### config.mk
export PLATFORM = sky130hd
export DESIGN_NAME = uart_cmd_parser
export DESIGN_NICKNAME = d
export VERILOG_FILES = /design/src/rtl/jt201d_cmd_pkg.sv /design/src/rtl/uart_cmd_parser.sv
export SDC_FILE = /design/constraint.sdc
export NUM_CORES = 1
export LEC_CHECK = 0
export ABC_CLOCK_PERIOD_IN_PS = 3400
export CAP_MARGIN = 40
export CORE_MARGIN = 2
export CORE_UTILIZATION = 55
export CTS_CLUSTER_DIAMETER = 80
export DETAILED_ROUTE_END_ITERATION = 7
export HOLD_SLACK_MARGIN = 0.1
export PLACE_DENSITY = 0.83
export SLEW_MARGIN = 10
export SYNTH_ARGS = -nofsm -noshare
export SYNTH_HDL_FRONTEND = slang
export SYNTH_SLANG_ARGS = --single-unit
### constraint.sdc
create_clock -name i_clk_sys -period 3.4 [get_ports i_clk_sys]
set_input_delay 0.68 -clock i_clk_sys [delete_from_list [all_inputs] [get_ports i_clk_sys]]
set_output_delay 0.68 -clock i_clk_sys [all_outputs]
set_load 0.05 [all_outputs]
### src/rtl/jt201d_cmd_pkg.sv
// Shared definitions for the jt201D UART command parser: frame characters,
// parser states and the ASCII hex digit decoder.
package jt201d_cmd_pkg;

    localparam logic [7:0] CH_LBRACE = 8'h7B;
    localparam logic [7:0] CH_RBRACE = 8'h7D;
    localparam logic [7:0] CH_COLON  = 8'h3A;
    localparam logic [7:0] CH_OP_WR  = 8'h61;
    localparam logic [7:0] CH_OP_RD  = 8'h41;

    typedef enum logic [2:0] {
        IDLE,
        OP,
        SEP1,
        ADDR,
        SEP2,
        DATA,
        CLOSE,
        ISSUE
    } parser_state_e;

    // Returns {valid, nibble}; letters a-f are accepted in either case.
    function automatic logic [4:0] hex_to_nibble(input logic [7:0] ch);
        logic [4:0] res;
        res = 5'b0;
        if (ch >= 8'h30 && ch <= 8'h39) begin
            res = {1'b1, ch[3:0]};
        end else if ((ch >= 8'h41 && ch <= 8'h46) || (ch >= 8'h61 && ch <= 8'h66)) begin
            res = {1'b1, ch[3:0] + 4'd9};
        end
        return res;
    endfunction

endpackage

### src/rtl/uart_cmd_parser.sv
// Turns the ASCII frame stream {op:AAA:DDDDD} from the UART receiver into one
// held SPI register request on a valid/ready handshake.
module uart_cmd_parser
    import jt201d_cmd_pkg::*;
#(
    parameter int ADDR_DIGITS = 3,
    parameter int DATA_DIGITS = 5,
    parameter int TIMEOUT_CYC = 50000
) (
    input  logic                     i_clk_sys,
    input  logic                     i_rst_n,
    input  logic [7:0]               i_rx_data,
    input  logic                     i_rx_valid,
    input  logic                     i_rx_err,
    output logic                     o_req_valid,
    input  logic                     i_req_ready,
    output logic                     o_req_wr,
    output logic [4*ADDR_DIGITS-1:0] o_req_addr,
    output logic [4*DATA_DIGITS-1:0] o_req_wdata,
    output logic                     o_err,
    output logic                     o_overrun
);

    localparam int ADDR_W  = 4 * ADDR_DIGITS;
    localparam int DATA_W  = 4 * DATA_DIGITS;
    localparam int MAX_DIG = (ADDR_DIGITS > DATA_DIGITS) ? ADDR_DIGITS : DATA_DIGITS;
    localparam int DIG_W   = $clog2(MAX_DIG + 1);
    localparam int TMO_W   = $clog2(TIMEOUT_CYC + 1);

    parser_state_e state, state_next;

    logic [DIG_W-1:0] dig_cnt;
    logic [TMO_W-1:0] tmo_cnt;
    logic [4:0]       hex;
    logic             parsing;
    logic             timeout_hit;
    logic             bad_byte;
    logic             err_next;
    logic             ovr_next;
    logic             addr_shift;
    logic             data_shift;
    logic             wr_load;
    logic             wr_val;
    logic             dig_clr;
    logic             dig_inc;

    assign hex         = hex_to_nibble(i_rx_data);
    assign parsing     = (state != IDLE) && (state != ISSUE);
    assign timeout_hit = parsing && (tmo_cnt == TMO_W'(TIMEOUT_CYC));

    // State register.
    always_ff @(posedge i_clk_sys or negedge i_rst_n) begin
        if (!i_rst_n) begin
            state <= IDLE;
        end else begin
            state <= state_next;
        end
    end

    // Next-state decode; rx errors beat bytes, bytes beat the timeout.
    always_comb begin
        state_next = state;
        err_next   = 1'b0;
        ovr_next   = 1'b0;
        addr_shift = 1'b0;
        data_shift = 1'b0;
        wr_load    = 1'b0;
        wr_val     = 1'b0;
        dig_clr    = 1'b0;
        dig_inc    = 1'b0;
        bad_byte   = 1'b0;
        case (state)
            IDLE: begin
                if (i_rx_valid && !i_rx_err && i_rx_data == CH_LBRACE) begin
                    state_next = OP;
                end
            end
            ISSUE: begin
                if (i_rx_valid) begin
                    ovr_next = 1'b1;
                end
                if (o_req_valid && i_req_ready) begin
                    state_next = IDLE;
                end
            end
            default: begin
                if (i_rx_err) begin
                    err_next   = 1'b1;
                    state_next = IDLE;
                end else if (i_rx_valid) begin
                    if (i_rx_data == CH_LBRACE) begin
                        err_next   = 1'b1;
                        state_next = OP;
                    end else begin
                        case (state)
                            OP: begin
                                if (i_rx_data == CH_OP_WR || i_rx_data == CH_OP_RD) begin
                                    wr_load    = 1'b1;
                                    wr_val     = (i_rx_data == CH_OP_WR);
                                    state_next = SEP1;
                                end else begin
                                    bad_byte = 1'b1;
                                end
                            end
                            SEP1: begin
                                if (i_rx_data == CH_COLON) begin
                                    dig_clr    = 1'b1;
                                    state_next = ADDR;
                                end else begin
                                    bad_byte = 1'b1;
                                end
                            end
                            ADDR: begin
                                if (hex[4]) begin
                                    addr_shift = 1'b1;
                                    if (dig_cnt == DIG_W'(ADDR_DIGITS - 1)) begin
                                        state_next = SEP2;
                                    end else begin
                                        dig_inc = 1'b1;
                                    end
                                end else begin
                                    bad_byte = 1'b1;
                                end
                            end
                            SEP2: begin
                                if (i_rx_data == CH_COLON) begin
                                    dig_clr    = 1'b1;
                                    state_next = DATA;
                                end else begin
                                    bad_byte = 1'b1;
                                end
                            end
                            DATA: begin
                                if (hex[4]) begin
                                    data_shift = 1'b1;
                                    if (dig_cnt == DIG_W'(DATA_DIGITS - 1)) begin
                                        state_next = CLOSE;
                                    end else begin
                                        dig_inc = 1'b1;
                                    end
                                end else begin
                                    bad_byte = 1'b1;
                                end
                            end
                            CLOSE: begin
                                if (i_rx_data == CH_RBRACE) begin
                                    state_next = ISSUE;
                                end else begin
                                    bad_byte = 1'b1;
                                end
                            end
                            default: begin
                                bad_byte = 1'b1;
                            end
                        endcase
                        if (bad_byte) begin
                            err_next   = 1'b1;
                            state_next = IDLE;
                        end
                    end
                end else if (timeout_hit) begin
                    err_next   = 1'b1;
                    state_next = IDLE;
                end
            end
        endcase
    end

    // Inter-byte timeout; any incoming byte or rx error restarts the count.
    always_ff @(posedge i_clk_sys or negedge i_rst_n) begin
        if (!i_rst_n) begin
            tmo_cnt <= '0;
        end else if (!parsing || i_rx_valid || i_rx_err) begin
            tmo_cnt <= '0;
        end else if (tmo_cnt != TMO_W'(TIMEOUT_CYC)) begin
            tmo_cnt <= tmo_cnt + TMO_W'(1);
        end
    end

    // Digit counter for the address and data fields.
    always_ff @(posedge i_clk_sys or negedge i_rst_n) begin
        if (!i_rst_n) begin
            dig_cnt <= '0;
        end else if (dig_clr) begin
            dig_cnt <= '0;
        end else if (dig_inc) begin
            dig_cnt <= dig_cnt + DIG_W'(1);
        end
    end

    // Request fields shift in place; they only move while no request is held.
    always_ff @(posedge i_clk_sys or negedge i_rst_n) begin
        if (!i_rst_n) begin
            o_req_wr    <= 1'b0;
            o_req_addr  <= '0;
            o_req_wdata <= '0;
        end else begin
            if (wr_load) begin
                o_req_wr <= wr_val;
            end
            if (addr_shift) begin
                o_req_addr <= (o_req_addr << 4) | ADDR_W'(hex[3:0]);
            end
            if (data_shift) begin
                o_req_wdata <= (o_req_wdata << 4) | DATA_W'(hex[3:0]);
            end
        end
    end

    // Registered handshake valid and single-cycle status pulses.
    always_ff @(posedge i_clk_sys or negedge i_rst_n) begin
        if (!i_rst_n) begin
            o_req_valid <= 1'b0;
            o_err       <= 1'b0;
            o_overrun   <= 1'b0;
        end else begin
            o_req_valid <= (state_next == ISSUE);
            o_err       <= err_next;
            o_overrun   <= ovr_next;
        end
    end

endmodule
==> results.cfg, run 1 <==
[detailed_routing]
ant_nets_after_route = 0
via_count = 2270
drt-pass1-iter-count = 4
drt-vias-per-instance = 5.52
detail_route.drc_violations = 0
postRouteWirelength_um = 6170
dr.first_iter.drc_count = 158
avgRoutedWirePerCell_um = 15.0

[synthesis]
synth_enable_flop_cells = 0
synth-seq-area-share_pct = 46.8
most_common_cell_in_the_netlist = dfrtp_1
syn_avg_cell_area_um2 = 11.1
post_synthesis_instance_total = 280
synth_compound_gate_area_share_pct = 8.84
ys_async_sr_fraction_pct = 100
synth_ff_type = dfrtp_1
synth_area_leader = dfrtp_1
adder_cell_fraction_of_synth_area_pct = 4.04
fraction_of_synthesized_cell_area_taken_by_the_top_area_cell_type_pct = 46.8
synth_unique_cells = 55
syn-cell-area_um2 = 3100
syn-num-nets = 303
cell_types_with_the_largest_area_share_after_synthesis = dfrtp_1 47%, mux2_4 5.8%, nor2_1 4.2%, ha_1 4.0%, mux2_2 4.0%
synth.area.mux_share_pct = 11.2
synth_top_family_by_area = simple AND/OR/NAND/NOR gates
ys.warnings.count = 0
synth_xor_area_share_pct = 5.37
synth-simple-area-share_pct = 19.7
synth_seq_cells = 58
post_synth_most_frequent_cells = 58 x dfrtp_1, 35 x nor2_1, 16 x nand2_1

[job]
max_cap_viol_count = 0

[hold_path]
holdCritPathClass = in2async

[pwr]
cellInternalPower_uw = 1060
power.share.combinational_pct = 4.8
switching_power_uw = 284
power-per-cell-area_nw_per_um2 = 351
clock_power_share_pct = 43.9
cellLeakagePower_uw = 0.00173
irDropWorstVdd_uv = 219
pwr-share-seq_pct = 51.3
switch_share_pct = 21.1

[clock_tree]
tritoncts.num_buffers = 9
cts_resized = 0
cts.hold.buffers_added = 0
clock_tree.root_cell = clkbuf_8
clk_pin_slew_ns = 0.06
cts_tree = done
clock_tree.buffer_depth = 2
htree_levels = 3
clock_insertion_delay_worst_skew_ns = 0.32
cts_setup_buffers = 0
cts.sinks = 58

[setup_path]
crit_path_start_kind = input pin
cp.required_ns = 3.59
worstSetupPathType = in2reg
critPathCaptureType = flop
worst_ep_arrival_ns = 3.08
worstPathMaxFanout = 17

[sta]
fmaxAchievable_ghz = 0.346
max_slew.worst_pin.slew_ns = 0.679
finalCriticalPeriod_ns = 2.89
final_hold_viol_count = 0
layout_worst_path_cycle_share_pct = 84.9
grt_setup_unrepaired = no
slew_viol_final = 0
maxSlewHeadroom_pct = 54.8
setup_violating_endpoint_count_in_the_final_report = 0
hold_slack_ns = 0.393
clock-skew-final_ns = 0.00515
setup_tns_ns = 0

[floorplanning]
fp.dieH_um = 79.1
core-area_um2 = 5470
initial_utilization_pct = 56.7
row_count = 27
top_level_ports = 49
fp.dieArea_um2 = 6250
fp.dieW_um = 79.1

[grt]
grt_use_total_pct = 22.4
overflow = 0
largest_net_degree_at_the_start_of_global_routing = 32
grt-busiest-layer = met2
grt_first_pass_wirelength_um = 10900
grt_util_met1_pct = 27.7
global_route.usage.met2_pct = 36.7
first_global_vias = 2328
grt_antenna_before_repair = 0
groute.layer.met3.usage_pct = 6.93

[cells_and_area]
layout-drive-gt1-share_pct = 16.8
synthToLayoutAreaGrowth_pct = 23.8
diodes = 0
nets = 360

[placed_design]
place_congestion = 0.874
io_buffer_count = 48
detailed_place_hpwl_um = 4490

[run_status]
run_status = finished clean
cell usage in the layout, fill, tap and decap left out, types with 5 or more instances in the layout:
master,Yosys,final
a21oi_1,7,7
and3_1,5,5
buf_4,0,10
clkbuf_8,0,10
clkdlybuf4s50_1,0,47
dfrtp_1,58,58
ha_1,10,10
inv_1,11,11
mux2_2,11,11
mux2_4,12,12
nand2_1,16,16
nand3_1,6,6
nand4_1,5,5
nor2_1,35,35
nor3_1,6,6
o21ai_0,7,7
xnor2_1,7,7
xor2_1,12,12
metrics by stage:
step	instance area, µm²	power, µW	worst slack, ns	util, %	std cells
finish	3840	1350	0.512	70.1	411
global route	3840	1400	0.376	70.1	411
CTS	3840	1360	0.515	70.1	411
detailed placement	3660	768	0.174	66.8	398
global placement	3660	766	0.276	66.8	398
floorplan	3100	728	0.734	-	280
flip-flops by register name, summed over array words and instances (netlist names):
register / count
o_req_wdata: 20
tmo_cnt: 16
o_req_addr: 12
dig_cnt: 3
state: 3
o_err: 1
o_overrun: 1
o_req_valid: 1
o_req_wr: 1
final cells by class:
class,instances,area [µm²]
fill,427,1640
multi-input combinational,199,1520
sequential,58,1450
timing repair buffer,58,551
clock buffer,10,138
tap,72,90.1
clock inverter,3,42.5
inverter,11,41.3
critical path: stages:
cell             delay (ns)
clkdlybuf4s50_1        0.53
or4b_4                 0.50
a311oi_4               0.34
or2_4                  0.22
nand4_4                0.34
buf_4                  0.32
nand2_1                0.06
o21ai_0                0.08
worst paths after layout:
check                          startpoint               to  slack, ns  cells past startpoint
max reg2reg                      state[2]       dig_cnt[1]       1.02                      6
max in group asynchronous         i_rst_n         state[0]       2.19                      2
min reg2reg                o_req_addr[11]   o_req_addr[11]       0.48                      1
min                               i_rst_n  o_req_wdata[15]       0.39                      1
min in group i_clk_sys     o_req_addr[11]   o_req_addr[11]       0.48                      1
max                          i_rx_data[6]   o_req_wdata[0]       0.51                      8
power by group through the flow:
stage | sequential [µW] | clock (µW) | combinational (µW)
after floorplan | 703 | 0 | 24.4
after global placement | 703 | 0 | 63.2
after detailed placement | 703 | 0 | 64.8
after CTS | 691 | 606 | 65.1
after global routing | 690 | 635 | 72.1
final | 691 | 591 | 64.1
kinds of logic after synthesis:
| kind of cell | after synthesis |
|---|---|
| muxes | 27 |
| DFF | 58 |
| AOI/OAI and AO/OA | 36 |
| and+or+nand+nor | 107 |
| adders and majority gates | 10 |
| xor gates and xnor gates | 19 |
| buffers and inverters | 23 |
routing by layer:
metal	routed length, µm	part of all wire [%]	up-vias
met2	3150	51	59
met1	2690	44	1107
li1	-	-	1096
met3	241	3.9	8
met4	77	1.2	0
met5	0	0	-
Power figures use the tool's default switching activity.
==> inputs of run 2 (changes only) <==
--- a/config.mk
+++ b/config.mk
@@ -5,14 +5,14 @@
 export SDC_FILE = /design/constraint.sdc
 export NUM_CORES = 1
 export LEC_CHECK = 0
-export ABC_CLOCK_PERIOD_IN_PS = 3400
+export ABC_CLOCK_PERIOD_IN_PS = 2400
 export CAP_MARGIN = 40
 export CORE_MARGIN = 2
-export CORE_UTILIZATION = 55
+export CORE_UTILIZATION = 48
 export CTS_CLUSTER_DIAMETER = 80
 export DETAILED_ROUTE_END_ITERATION = 7
 export HOLD_SLACK_MARGIN = 0.1
-export PLACE_DENSITY = 0.83
+export PLACE_DENSITY = 0.76
 export SLEW_MARGIN = 10
 export SYNTH_ARGS = -nofsm -noshare
 export SYNTH_HDL_FRONTEND = slang
==> constraint.sdc (replaced) <==
create_clock -name i_clk_sys -period 2.4 [get_ports i_clk_sys]
set_input_delay 0.48 -clock i_clk_sys [delete_from_list [all_inputs] [get_ports i_clk_sys]]
set_output_delay 0.48 -clock i_clk_sys [all_outputs]
set_load 0.05 [all_outputs]
==> run 2 against run 1 <==
  * Count of clock-buffer cells in the layout increased by 1
  * Via count up 6.0%
  * Worst hold slack got worse by 0.11 ns
  * Register-to-register slack got worse by 0.66 ns
  * First-iteration DRC count fell by 46%
  * Flip-flop and latch count unchanged
  * Cell count rose by 8.8%
  * Clock skew barely moved
  * Largest cell class unchanged
  * Total power increased by 45%
  * Sequential power increased by 42%
==> results.cfg, run 2 (synthesized netlist as in run 1, its figures left out) <==
[sta]
setup_tns_ns = 0
clock-skew-final_ns = 0.00542
max_slew.worst_pin.slew_ns = 0.702
layout_worst_path_cycle_share_pct = 94.3
finalCriticalPeriod_ns = 2.26
fmaxAchievable_ghz = 0.442
final_hold_viol_count = 0
slew_viol_final = 0
setup_violating_endpoint_count_in_the_final_report = 0
maxSlewHeadroom_pct = 53.2
grt_setup_unrepaired = no

[floorplanning]
top_level_ports = 49
core-area_um2 = 6310
fp.dieH_um = 84.4
fp.dieArea_um2 = 7120
row_count = 29
fp.dieW_um = 84.4
initial_utilization_pct = 49.1

[placed_design]
detailed_place_hpwl_um = 4790
io_buffer_count = 48
place_congestion = 0.865
placedInstanceArea_um2 = 3900
dpl.cell_count = 429

[clock_tree]
cts.sinks = 58
cts_tree = done
clock_tree.buffer_depth = 2
clk_pin_slew_ns = 0.06
tritoncts.num_buffers = 9
clock_insertion_delay_worst_skew_ns = 0.33
htree_levels = 3
clock_tree.root_cell = clkbuf_8

[detailed_routing]
drt-pass1-iter-count = 4
dr.first_iter.drc_count = 85
via_count = 2407
avgRoutedWirePerCell_um = 14.9
ant_nets_after_route = 0
drt-vias-per-instance = 5.38
detail_route.drc_violations = 0
postRouteWirelength_um = 6680

[setup_path]
timing.critical_path.max_delay_family = buffers and inverters
worst_ep_arrival_ns = 2.48
timing.critical_path.buf_inv = 2
timing.critical_path.slowest_stage_cell = clkdlybuf4s50_1
worstPathMaxFanout = 7
critPathCaptureType = flop
cp.required_ns = 2.62
worstPathCellList = clkdlybuf4s50_1, nor3b_2, a311oi_4, or2_4, and3_4, clkbuf_16, mux2_4
timing.critical_path.slowest_cell_delay_ns = 0.65
crit_path_start_kind = input pin
worstSetupPathType = in2reg

[hold_path]
holdCritPathClass = in2async

[cells_and_area]
biggestRegsByFlops = o_req_wdata x20, tmo_cnt x16, o_req_addr x12
mostFrequentLayoutCell = dfrtp_1
nets = 390
max_flop_register = o_req_wdata
finished_cell_area_um2 = 4220
largest_reg_flops = 20
diodes = 0
layout.cells.most_common_list = 58 x dfrtp_1, 41 x clkdlybuf4s50_1, 36 x buf_4
layout-drive-gt1-share_pct = 26.8
synthToLayoutAreaGrowth_pct = 36.1
final_cells = 447

[pwr]
power-per-cell-area_nw_per_um2 = 464
cellLeakagePower_uw = 0.00197
post-layout-total-power_uw = 1960
irDropWorstVdd_uv = 474

[grt]
overflow = 0
first_global_vias = 2390
grt_first_pass_wirelength_um = 11100
grt_antenna_before_repair = 0
largest_net_degree_at_the_start_of_global_routing = 59
grt_use_total_pct = 19.6

[run_status]
run_status = finished clean

[job]
max_cap_viol_count = 0
## run 2: power breakdown
part           internal (µW)  switching, µW
Clock                    520            351
Combinational           50.1           58.3
Sequential               978          0.329
## run 2: layout make-up
class / count / area (µm²)
Fill cell: 484 / 2090
Multi-Input combinational cell: 199 / 1600
Sequential cell: 58 / 1450
Timing Repair Buffer: 88 / 842
Clock buffer: 11 / 151
Tap cell: 77 / 96.3
Inverter: 11 / 41.3
Clock inverter: 3 / 40.0
## run 2: path summary, 6_finish.rpt
check / start / endpoint / slack [ns] / depth (start not counted)
worst min register to register: o_req_addr[10] / o_req_addr[10] / 0.49 / 1
worst max-delay path: i_rx_data[2] / o_req_addr[6] / 0.14 / 7
worst max register to register: state[0] / dig_cnt[1] / 0.36 / 8
worst min-delay path: i_rst_n / o_req_wdata[16] / 0.28 / 2
min in group i_clk_sys: o_req_addr[10] / o_req_addr[10] / 0.49 / 1
max in group asynchronous: i_rst_n / tmo_cnt[1] / 1.66 / 2
## run 2: routing by layer
| metal | vias to the layer above | routed length (µm) | track usage, % |
|---|---|---|---|
| li1 | 1164 | - | - |
| met1 | 1169 | 2840 | 24.2 |
| met2 | 58 | 3400 | 32.1 |
| met3 | 16 | 284 | 7.08 |
| met4 | 0 | 153 | 6.93 |
| met5 | - | 0 | 0 |
## run 2: repair_timing
item | CTS | global route
buffers inserted | 2 | 1
cloned | 0 | 1
endpoints found under the setup margin | 10 | 30
pin swaps | 3 | 5
hold buffers | 0 | 0
resized for setup | 6 | 16
## run 2: stage by stage
stage	worst slack, ns	hold WS, ns	util [%]
floorplan	-0.0658	0.184	-
global placement	-0.350	0.472	61.7
detailed placement	-0.403	0.480	61.7
CTS	0.00272	0.299	65.3
global route	0.0504	0.345	66.8
finish	0.137	0.279	66.8
## run 2: worst register-to-register path: cells and delay by family, from the launching register on
family | cells | cell delay [ns]
buffers and inverters | 2 | 0.33
and+or+nand+nor | 5 | 1.06
muxes | 1 | 0.17
DFF | 1 | 0.37
==> edit (settings of run 2) <==
The parameter `ADDR_DIGITS` goes from 3 to 5.
--- a/src/rtl/uart_cmd_parser.sv
+++ b/src/rtl/uart_cmd_parser.sv
@@ -5,3 +5,3 @@
 #(
-    parameter int ADDR_DIGITS = 3,
+    parameter int ADDR_DIGITS = 5,
     parameter int DATA_DIGITS = 5,
Interface: changed (resized o_req_addr); port bits go from 49 to 57. No check against the original RTL was run, so the function may have changed too.
==> edit against run 2 <==
  * Count of clock-buffer cells in the layout decreased by 1
  * Synthesized cell count increased by 7.5%
  * Design area is 9.5% higher
  * Sequential cell count grew 8
  * Power up 12%
  * Hold slack improved by 220 ps
  * Worst setup slack better by 2.3 ps
  * Synthesized area up 12%
  * Wire length grew 12%
  * Clock skew grew 5.4 ps
  * Critical path type unchanged
  * Critical endpoint is now o_req_addr[8]
  * Largest cell class unchanged
  * Highest routed layer unchanged
==> edit: results <==
{
  "use_met1_pct": 24.97,
  "top_regs": "o_req_addr x20, o_req_wdata x20, tmo_cnt x16",
  "hp-class": "register to register",
  "p_leak_nw": 2.061,
  "grt_use_met2_pct": 31.41,
  "status": "complete, no violations",
  "grt_max_degree": 49,
  "reg2reg_from": "dig_cnt[0]",
  "crit_family": "buffers and inverters",
  "path_clk_slew_ps": 80,
  "avgRoutedWirePerCell_um": 15.20,
  "placed_cells": 471,
  "wl_met2_mm": 3.684,
  "hold-worst-slack_ps": 495.2,
  "final_cell_count_no_fill": 492,
  "port-buffer-count": 56,
  "diodes": 0,
  "fill_cells": 570,
  "synth_cell_types": 57,
  "max-vdd-ir-drop_v": 0.0002934,
  "cp_slowest_stage_delay_ps": 510,
  "fin_nets": 410,
  "grt_usage_pct": 19.18,
  "hpwl_mm": 5.214,
  "seq_area_frac_synth_pct": 47.55,
  "cts.repair.resized": 1,
  "gp_congestion": 0.8688,
  "num_vias": 2622,
  "worstSetupEndpoint": "o_req_addr[8]",
  "relSlewSlack_pct": 63.90,
  "cts_setup_buffers": 0,
  "place_ws_ps": -357.8,
  "grt_pass1_wl_mm": 11.81,
  "holdBufCountCts": 1,
  "use_met3_pct": 3.416,
  "place_area_um2": 4289,
  "max_freq_mhz": 442.3,
  "clock_skew_ps": 10.83
}
-- edit: changes by cell type after synthesis, moves of 6 or more --
cell     delta
a21oi_1    +13
mux2_4     +12
mux2_2     -11
dfrtp_1     +8
mux2_1      +7
nand3_1     +6
-- edit: logic make-up after synthesis --
logic type,after synthesis,synth area share [%]
adder cells (fa/ha/maj),9,3.242
multiplexers,34,13.58
XOR/XNOR,16,4.035
buffers and inverters,24,4.286
AO/OA/AOI/OAI,51,10.63
flip-flops,66,47.55
AND/OR/NAND/NOR,101,16.68
-- edit: power by group --
| part | leakage, nW | internal (W) | switching [W] |
|---|---|---|---|
| clock | 0.103 | 0.000510 | 0.000447 |
| sequential | 0.917 | 0.00111 | 0.000000385 |
| combinational | 1.04 | 0.0000557 | 0.0000644 |
-- edit: final cells by class --
class | count | share of cell area, %
clock buffers | 10 | 2.978
flip-flops and latches | 66 | 35.73
inverters | 12 | 0.9746
well taps | 99 | 2.680
multi-input cells | 211 | 36.63
repair buffers | 88 | 19.60
clock inverters | 6 | 1.408
